[src/rtl/div_request_control_if.sv]
// div_request_control_if
//   Bundles the request/response handshake and the unsigned divider core
//   handshake for div_request_control.
//
//   Request side : req_valid, req_ready, req_op, req_rs1, req_rs2
//   Response side: resp_valid, resp_data
//   Core side    : core_start, core_ready, core_valid, core_error,
//                  core_dividend, core_divisor, core_quotient, core_remainder
//
//   Modports:
//     slave  - the div_request_control block itself
//     master - the surrounding environment (requester plus divider core)
interface div_request_control_if #(
    parameter int XLEN = 32
);
    logic            req_valid;
    logic            req_ready;
    logic [1:0]      req_op;
    logic [XLEN-1:0] req_rs1;
    logic [XLEN-1:0] req_rs2;

    logic            resp_valid;
    logic [XLEN-1:0] resp_data;

    logic            core_start;
    logic            core_ready;
    logic            core_valid;
    logic            core_error;
    logic [XLEN-1:0] core_dividend;
    logic [XLEN-1:0] core_divisor;
    logic [XLEN-1:0] core_quotient;
    logic [XLEN-1:0] core_remainder;

    modport slave (
        input  req_valid,
        input  req_op,
        input  req_rs1,
        input  req_rs2,
        input  core_ready,
        input  core_valid,
        input  core_error,
        input  core_quotient,
        input  core_remainder,
        output req_ready,
        output resp_valid,
        output resp_data,
        output core_start,
        output core_dividend,
        output core_divisor
    );

    modport master (
        output req_valid,
        output req_op,
        output req_rs1,
        output req_rs2,
        output core_ready,
        output core_valid,
        output core_error,
        output core_quotient,
        output core_remainder,
        input  req_ready,
        input  resp_valid,
        input  resp_data,
        input  core_start,
        input  core_dividend,
        input  core_divisor
    );
endinterface

[src/rtl/div_request_control.sv]
// div_request_control
//   Front end for the multi-cycle unsigned divider core in the M-extension
//   execute path. Takes DIV/DIVU/REM/REMU requests, answers divide-by-zero
//   and signed overflow locally, and otherwise feeds operand magnitudes to
//   the core and re-applies the result sign.
//
//   Ports:
//     clk    - clock
//     reset  - asynchronous, active-high reset
//     bus    - div_request_control_if.slave
//              req_valid/req_ready/req_op/req_rs1/req_rs2 : request
//              resp_valid/resp_data                       : one-cycle response
//              core_start/core_ready/core_valid/...       : divider core
//
//   req_op encoding: 00=DIV, 01=DIVU, 10=REM, 11=REMU
module div_request_control #(
    parameter int XLEN = 32
) (
    input  logic                 clk,
    input  logic                 reset,
    div_request_control_if.slave bus
);

    typedef enum logic [1:0] {
        IDLE  = 2'd0,
        ISSUE = 2'd1,
        WAIT  = 2'd2,
        RESP  = 2'd3
    } state_t;

    localparam logic [1:0] OP_DIV  = 2'b00;
    localparam logic [1:0] OP_DIVU = 2'b01;
    localparam logic [1:0] OP_REM  = 2'b10;
    localparam logic [1:0] OP_REMU = 2'b11;

    localparam logic [XLEN-1:0] MIN_INT  = {1'b1, {(XLEN-1){1'b0}}};
    localparam logic [XLEN-1:0] ALL_ONES = {XLEN{1'b1}};

    state_t          state;
    logic [1:0]      op_q;
    logic            q_neg;
    logic            r_neg;

    logic            req_signed;
    logic            req_rem;
    logic            div_by_zero;
    logic            overflow;
    logic            rs1_neg;
    logic            rs2_neg;
    logic [XLEN-1:0] rs1_mag;
    logic [XLEN-1:0] rs2_mag;
    logic [XLEN-1:0] special_result;
    logic [XLEN-1:0] core_result;

    // The core never sees a zero divisor from this block, so its error
    // flag carries no information here.
    logic            unused_core_error;
    assign unused_core_error = bus.core_error;

    // Handshake outputs follow directly from the state register.
    assign bus.req_ready  = (state == IDLE);
    assign bus.resp_valid = (state == RESP);
    assign bus.core_start = (state == ISSUE);

    // Request decode: the two locally answered cases and the operand
    // magnitudes for the core. The negate of MIN_INT wraps back to itself,
    // which is exactly 2^(XLEN-1) when read as unsigned.
    always_comb begin
        req_signed     = ~bus.req_op[0];
        req_rem        = bus.req_op[1];
        div_by_zero    = (bus.req_rs2 == '0);
        overflow       = req_signed && (bus.req_rs1 == MIN_INT) &&
                         (bus.req_rs2 == ALL_ONES);
        rs1_neg        = req_signed & bus.req_rs1[XLEN-1];
        rs2_neg        = req_signed & bus.req_rs2[XLEN-1];
        rs1_mag        = rs1_neg ? (~bus.req_rs1 + 1'b1) : bus.req_rs1;
        rs2_mag        = rs2_neg ? (~bus.req_rs2 + 1'b1) : bus.req_rs2;
        special_result = '0;
        if (div_by_zero) begin
            special_result = req_rem ? bus.req_rs1 : ALL_ONES;
        end else begin
            special_result = req_rem ? '0 : bus.req_rs1;
        end
    end

    // Sign restoration of the core result for the latched operation.
    always_comb begin
        core_result = bus.core_remainder;
        case (op_q)
            OP_DIV:  core_result = q_neg ? (~bus.core_quotient + 1'b1)
                                         : bus.core_quotient;
            OP_DIVU: core_result = bus.core_quotient;
            OP_REM:  core_result = r_neg ? (~bus.core_remainder + 1'b1)
                                         : bus.core_remainder;
            OP_REMU: core_result = bus.core_remainder;
            default: core_result = bus.core_remainder;
        endcase
    end

    // Request sequencing. A reset while the core is busy simply drops the
    // request; the next one parks in ISSUE until the core reports ready,
    // which only happens after the core has flushed its stale result, so
    // that stale core_valid is never seen in WAIT.
    always_ff @(posedge clk or posedge reset) begin
        if (reset) begin
            state             <= IDLE;
            op_q              <= OP_DIV;
            q_neg             <= 1'b0;
            r_neg             <= 1'b0;
            bus.resp_data     <= '0;
            bus.core_dividend <= '0;
            bus.core_divisor  <= '0;
        end else begin
            case (state)
                IDLE: begin
                    if (bus.req_valid) begin
                        op_q <= bus.req_op;
                        if (div_by_zero || overflow) begin
                            q_neg         <= 1'b0;
                            r_neg         <= 1'b0;
                            bus.resp_data <= special_result;
                            state         <= RESP;
                        end else begin
                            q_neg             <= rs1_neg ^ rs2_neg;
                            r_neg             <= rs1_neg;
                            bus.core_dividend <= rs1_mag;
                            bus.core_divisor  <= rs2_mag;
                            state             <= ISSUE;
                        end
                    end
                end
                ISSUE: begin
                    if (bus.core_ready) begin
                        state <= WAIT;
                    end
                end
                WAIT: begin
                    if (bus.core_valid) begin
                        bus.resp_data <= core_result;
                        state         <= RESP;
                    end
                end
                RESP: begin
                    state <= IDLE;
                end
                default: begin
                    state <= IDLE;
                end
            endcase
        end
    end

endmodule

[src/flat_wrapper.sv]
// flat-port wrapper written by rule: the top's interface ports become plain ports
module div_request_control_flat 
#(
    parameter int XLEN = 32
)
  (clk, reset, bus_req_valid, bus_req_op, bus_req_rs1, bus_req_rs2, bus_core_ready, bus_core_valid, bus_core_error, bus_core_quotient, bus_core_remainder, bus_req_ready, bus_resp_valid, bus_resp_data, bus_core_start, bus_core_dividend, bus_core_divisor);
  div_request_control_if #(.XLEN(XLEN)) bus_i ();
  input  logic clk;
  input  logic reset;
  input wire logic [$bits(bus_i.req_valid)-1:0] bus_req_valid;
  input wire logic [$bits(bus_i.req_op)-1:0] bus_req_op;
  input wire logic [$bits(bus_i.req_rs1)-1:0] bus_req_rs1;
  input wire logic [$bits(bus_i.req_rs2)-1:0] bus_req_rs2;
  input wire logic [$bits(bus_i.core_ready)-1:0] bus_core_ready;
  input wire logic [$bits(bus_i.core_valid)-1:0] bus_core_valid;
  input wire logic [$bits(bus_i.core_error)-1:0] bus_core_error;
  input wire logic [$bits(bus_i.core_quotient)-1:0] bus_core_quotient;
  input wire logic [$bits(bus_i.core_remainder)-1:0] bus_core_remainder;
  output wire logic [$bits(bus_i.req_ready)-1:0] bus_req_ready;
  output wire logic [$bits(bus_i.resp_valid)-1:0] bus_resp_valid;
  output wire logic [$bits(bus_i.resp_data)-1:0] bus_resp_data;
  output wire logic [$bits(bus_i.core_start)-1:0] bus_core_start;
  output wire logic [$bits(bus_i.core_dividend)-1:0] bus_core_dividend;
  output wire logic [$bits(bus_i.core_divisor)-1:0] bus_core_divisor;
  assign bus_i.req_valid = bus_req_valid;
  assign bus_i.req_op = bus_req_op;
  assign bus_i.req_rs1 = bus_req_rs1;
  assign bus_i.req_rs2 = bus_req_rs2;
  assign bus_i.core_ready = bus_core_ready;
  assign bus_i.core_valid = bus_core_valid;
  assign bus_i.core_error = bus_core_error;
  assign bus_i.core_quotient = bus_core_quotient;
  assign bus_i.core_remainder = bus_core_remainder;
  assign bus_req_ready = bus_i.req_ready;
  assign bus_resp_valid = bus_i.resp_valid;
  assign bus_resp_data = bus_i.resp_data;
  assign bus_core_start = bus_i.core_start;
  assign bus_core_dividend = bus_i.core_dividend;
  assign bus_core_divisor = bus_i.core_divisor;
  div_request_control #(.XLEN(XLEN)) u_core (.clk(clk), .reset(reset), .bus(bus_i));
endmodule
[config.mk]
export PLATFORM = sky130hd
export DESIGN_NAME = div_request_control_flat
export DESIGN_NICKNAME = d
export VERILOG_FILES = /design/src/rtl/div_request_control_if.sv /design/src/rtl/div_request_control.sv /design/src/flat_wrapper.sv
export SDC_FILE = /design/constraint.sdc
export NUM_CORES = 1
export LEC_CHECK = 0
export BUFFER_PORTS_ARGS = -buffer_cell sky130_fd_sc_hd__buf_2
export CORE_UTILIZATION = 50
export CTS_CLUSTER_DIAMETER = 120
export DETAILED_ROUTE_END_ITERATION = 10
export HOLD_SLACK_MARGIN = 0.12
export PLACE_DENSITY_LB_ADDON = 0.3
export SETUP_SLACK_MARGIN = 0.1
export SLEW_MARGIN = 20
export SYNTH_ARGS = -nofsm -noshare
export SYNTH_HDL_FRONTEND = slang
export SYNTH_SLANG_ARGS = --single-unit
[constraint.sdc]
create_clock -name clk -period 7.7 [get_ports clk]
set_clock_uncertainty 0.15 [all_clocks]
set_input_delay 0.385 -clock clk [delete_from_list [all_inputs] [get_ports clk]]
set_output_delay 0.385 -clock clk [all_outputs]
set_load 0.03 [all_outputs]
**After elaboration in Yosys (flattened, before gate mapping)**

Index checks and enable logic that the tools add are counted.

- Bitwise gates (word level): 9
- Add/subtract/negate cells: 4
- Reductions and logical operators: 11
- Multiplexer cells: 19
- Equal/unequal tests: 12

Operators with widths:

| kind | number |
|---|---|
| $mux 32 | 10 |
| $add 32x1->32 const B | 4 |
| $not 32->32 | 4 |
| $pmux 32 s4 | 1 |
| $eq 32x32->1 const B | 2 |
| $pmux 32 s2 | 1 |
| $logic_not 32->1 | 1 |
| $eq 2x2->1 const B | 4 |
| $mux 2 | 4 |
| $pmux 2 s4 | 1 |
| $ne 2x2->1 const B | 3 |
| $reduce_and 3->1 | 2 |
| $eq 2x1->1 const B | 2 |
| $logic_not 2->1 | 2 |
| $reduce_and 4->1 | 1 |
| $and 1x1->1 | 2 |
| $logic_and 1x1->1 | 2 |
| $mux 1 | 2 |
| $ne 2x1->1 const B | 1 |
| $not 1->1 | 2 |
| $reduce_and 2->1 | 1 |
| $reduce_bool 2->1 | 1 |
| $logic_or 1x1->1 | 1 |
| $xor 1x1->1 | 1 |

- Output and inout bits: 99
- Logic and storage cells: 62
- Register bits: 102
- Bits of input ports: 136

**Depth between registers and ports, before layout**

- Depth after elaboration: 7
- Mapped depth: 12
- Depth with buffers taken out: 9

**Worst setup path before layout**

OpenSTA, ideal clock, no wires.

- Kind: input to register
- From: input bus_req_rs1[24]
- To: register u_core.bus.resp_data[16]
- Arrival: 2.775 ns
- Buffers on the path: 1
- Setup time: 0.126 ns
- Slack: 4.649 ns
- Stages on the path: 8
- Data required time: 7.424 ns
- Path through: or4_4 or3_4 or4b_4 o31ai_4 o21ai_2 a21o_1 buf_6 o32a_1

- Word-level cells in the longest chain between the ends: 6

RTL lines:

| item | RTL line | source |
|---|---|---|
| start: declaration | flat_wrapper.sv:12 | `input wire logic [$bits(bus_i.req_rs1)-1:0] bus_req_rs1;` |
| $eq 32x32->1 | div_request_control.sv:72 | `overflow = req_signed && (bus.req_rs1 == MIN_INT) &&` |
| $logic_and 1x1->1 (2 in a row) | div_request_control.sv:72 |  |
| $logic_or 1x1->1 | div_request_control.sv:118 | `if (div_by_zero \|\| overflow) begin` |
| $ne 2x1->1 (no source line) | - |  |
| $reduce_and 4->1 (no source line) | - |  |
| end signal: assignment | div_request_control.sv:121 | `bus.resp_data <= special_result;` |
| end signal: assignment | div_request_control.sv:139 | `bus.resp_data <= core_result;` |
| end: declaration | div_request_control_if.sv:46 | `output resp_data,` |

No other way between the ends.
A chain may end at the register's enable or synchronous reset.

**Final worst setup path**

- From: input bus_req_rs1[24]
- To: register u_core.bus.resp_data[3]

Same word-level chain as after synthesis.

==> tab_implementation.tex <==
\begin{tabular}{lr}
\hline
Metric & Value \\
\hline
\multicolumn{2}{l}{\textbf{Worst setup path}} \\
Family with the most delay on the worst path & simple AND/OR/NAND/NOR gates \\
Crit-path cells & buf\_2 -> or4\_4 -> or3\_4 -> or4b\_4 -> o31ai\_4 -> o21ai\_2 -> nor2\_2 -> mux2\_2 \\
Element type at the critical path end & register \\
Arrival @ worst endpoint & 3.54 ns \\
Worst path max stage delay & 0.66 ns \\
Worst path bufs/invs & 1 \\
Flop-to-flop setup slack & 4.77 ns \\
WS Path Type & in -> reg \\
Highest-delay cell along the critical path & nor2\_2 \\
Launching element type of the critical path & input pin \\
Worst path required time & 7.79 ns \\
Largest fanout of any net on the critical path & 17 \\
\multicolumn{2}{l}{\textbf{Drt}} \\
Average wire per standard cell & 17.8 µm \\
Total length of routed wires & 22700 µm \\
Post-DRT Antenna Nets & 0 \\
Detailed-route vias per instance & 5.87 \\
DR DRC count & 0 \\
Detailed-route via count & 7502 \\
Iteration count of the initial detailed-routing pass & 5 \\
Number of violations reported at the end of detailed-routing iteration 0 & 748 \\
\multicolumn{2}{l}{\textbf{Die}} \\
Die ar. & 0.0151 mm² \\
Std-Cell Core Area & 0.0140 mm² \\
Die height & 123 µm \\
Rows & 43 \\
Ports placed on the boundary & 235 \\
Die X & 123 µm \\
Initial standard-cell utilization of the core & 51.9\% \\
\multicolumn{2}{l}{\textbf{Timing}} \\
Number of max-slew violations in the final report & 0 \\
Top achievable clock speed & 290 MHz \\
Minimum clock period & 3.45 ns \\
Worst Hold Slack & 0.188 ns \\
Unrepaired setup endpoints after global routing & no \\
Final setup TNS & 0 ns \\
Actual transition at the worst max-transition pin & 1.20 ns \\
Final number of hold-violating endpoints & 0 \\
Final period utilization & 44.8\% \\
Tightest slew margin relative to the limit & 19.8\% \\
Setup violations, final & 0 \\
\multicolumn{2}{l}{\textbf{Hold path}} \\
Hold crit path type & in -> reg \\
\multicolumn{2}{l}{\textbf{CTS}} \\
Maximum number of buffers from clock root to sink & 2 \\
Register clock-pin slew on the reported worst setup and hold paths & 0.07 ns \\
Num CTS Buffers & 9 \\
Clk Latency, worst-skew pair & 0.36 ns \\
Clock tree root buffer cell & clkbuf\_16 \\
Sinks on Clock Net & 102 \\
Clock tree from TritonCTS & yes \\
\# H-tree levels & 3 \\
Post-cts gate resize count & 0 \\
\multicolumn{2}{l}{\textbf{GRT}} \\
Met2 demand-to-capacity share in global routing & 44.6\% \\
Met1 Resource Use GR & 44.7\% \\
Largest net degree at the start of global routing & 129 \\
Number of global-route vias before repair & 6618 \\
Global Route met3 Usage & 6.74\% \\
First-pass GRT wire length & 35400 µm \\
Initial antenna violation count & 1 \\
Total grt overflow & 0 \\
Peak-usage layer in the global routing report & met1 \\
Global router's overall resource usage & 30.6\% \\
\multicolumn{2}{l}{\textbf{Cells and area}} \\
Total area of sequential cells & 0.00255 mm² \\
Area occupied by multi-input gates & 0.00444 mm² \\
Most used cells in the layout excluding fill and tap cells & buf\_2 (233), o21ai\_0 (115), nand2\_1 (114) \\
Number of nets in the layout & 1235 \\
Layout overhead on the synthesized area & 21.9\% \\
Number of filler cells placed in the layout & 1303 \\
Most common cell after layout, fill and taps aside & buf\_2 \\
Ratio of cells with drive above 1 in the final layout & 26.1\% \\
\multicolumn{2}{l}{\textbf{Place}} \\
Hpwl dp & 17300 µm \\
Number of port buffers & 233 \\
Final weighted congestion of routability-driven global placement & 0.890 \\
\multicolumn{2}{l}{\textbf{Pwr}} \\
Power per cell area & 358 mW/mm² \\
P\_sw & 1.55 mW \\
Relative contribution of sequential cells to total power & 29.2\% \\
Clock network power share & 15.0\% \\
Logic gate share of total power & 55.8\% \\
Switching share of total power & 48.8\% \\
Static Leak & 3.96 nW \\
Peak supply drop & 248 µV \\
Power Internal & 1.63 mW \\
\multicolumn{2}{l}{\textbf{Status}} \\
Run status & completed \\
\multicolumn{2}{l}{\textbf{Logic synthesis}} \\
Synthesized netlist net count & 1028 \\
Post-synthesis cell area & 0.00729 mm² \\
FF+latch count, synth & 102 \\
Async set-reset flop share out of synthesis & 100\% \\
Count of synthesis-stage warnings from yosys & 0 \\
Number of library cell types mapped by synthesis & 58 \\
Syn Inst Count & 883 \\
Post-synth EDFFs & 0 \\
Commonest register cell after synthesis & dfrtp\_1 \\
Sequential area share after synthesis & 35.0\% \\
Post-synthesis average cell area & 8.26 µm² \\
\multicolumn{2}{l}{\textbf{Flow run}} \\
Max-cap violations & 0 \\
\hline
\end{tabular}
[registers in the layout, indices dropped and copies added (netlist names)]
register,flops
u_core.op_q,2
u_core.r_neg,1
u_core.bus.resp_data,32
u_core.bus.core_divisor,32
u_core.bus.core_dividend,32
u_core.q_neg,1
u_core.state,2
[power by group through the flow]
stage	clock (mW)	combinational (mW)	sequential, mW
6_report	0.476	1.78	0.929
3_5_place_dp	0	1.76	0.937
4_1_cts	0.484	1.76	0.929
5_1_grt	0.506	1.93	0.959
3_3_place_gp	0	1.73	0.930
2_1_floorplan	0	0.818	1.37
[cell families after synthesis]
kind of cell	count (synthesis)	share of synthesized area, %
XOR/XNOR	115	13.8
adder cells (fa/ha/maj)	9	1.54
buffers and inverters	73	4.27
AO/OA/AOI/OAI	272	23.3
AND/OR/NAND/NOR	297	19.9
multiplexers	15	2.20
flip-flops	102	35.0
[worst paths after layout]
path / from / end / depth (start not counted)
worst max-delay path: bus_req_rs1[24] / u_core.bus.resp_data[3] / 8
worst min-delay path: bus_req_rs1[12] / u_core.bus.core_dividend[12] / 3
worst max register to register: u_core.state[0] / u_core.bus.resp_data[3] / 9
worst min register to register: u_core.bus.core_dividend[13] / u_core.bus.core_dividend[13] / 2
max in group asynchronous: reset / u_core.bus.core_divisor[3] / 4
min in group asynchronous: reset / u_core.bus.core_divisor[2] / 3
[routing by layer]
| metal | wire length [µm] | share of wire [%] | vias to the layer above |
|---|---|---|---|
| met5 | 0 | 0 | - |
| met4 | 486 | 2.1 | 0 |
| met3 | 1930 | 8.5 | 41 |
| met2 | 9800 | 43 | 339 |
| met1 | 10500 | 46 | 3515 |
| li1 | - | - | 3607 |
[metrics by stage]
step	cells	power (mW)	area (µm²)	worst slack, ns	util [%]
CTS	1274	3.18	8850	4.13	63.0
global route	1276	3.40	8880	4.17	63.3
floorplan	883	2.19	7290	4.49	-
global placement	1257	2.66	8540	3.81	60.8
detailed placement	1257	2.70	8540	3.76	60.8
finish	1277	3.18	8890	4.25	63.3
[final cells by class]
class | instances | share of cell area, %
multi-input cells | 708 | 49.9
flip-flops and latches | 102 | 28.7
repair buffers | 244 | 14.3
clock buffers | 11 | 2.73
well taps | 180 | 2.53
inverters | 25 | 1.08
clock inverters | 5 | 0.648
diodes | 2 | 0.0563
[cell usage after synthesis (12+ instances only)]
cell type / n / area share, %
o21ai_0: 115 / 7.9
nand2_1: 114 / 5.9
dfrtp_1: 102 / 35
xor2_1: 58 / 7.0
nor2_1: 57 / 2.9
xnor2_1: 57 / 6.8
a21oi_1: 42 / 2.9
clkbuf_1: 33 / 1.7
o31ai_1: 29 / 3.0
nor3_1: 28 / 1.9
inv_1: 25 / 1.3
nor4_1: 17 / 1.5
or4_1: 15 / 1.5
nand4_1: 13 / 1.1
o41ai_1: 13 / 1.6
a31oi_1: 12 / 1.0
[tightest hold or removal path, stage by stage]
cell and delay (ns):
buf_2 0.10, xnor2_1 0.10, o21ai_0 0.06
[what timing repair did]
item / 4_1_cts / 5_1_grt
endpoints found under the setup margin: 0 / 0
hold endpoints to repair: 51 / 0
hold buffers: 1 / 0
setup buffers: 0 / 0
Power figures use the tool's default switching activity.
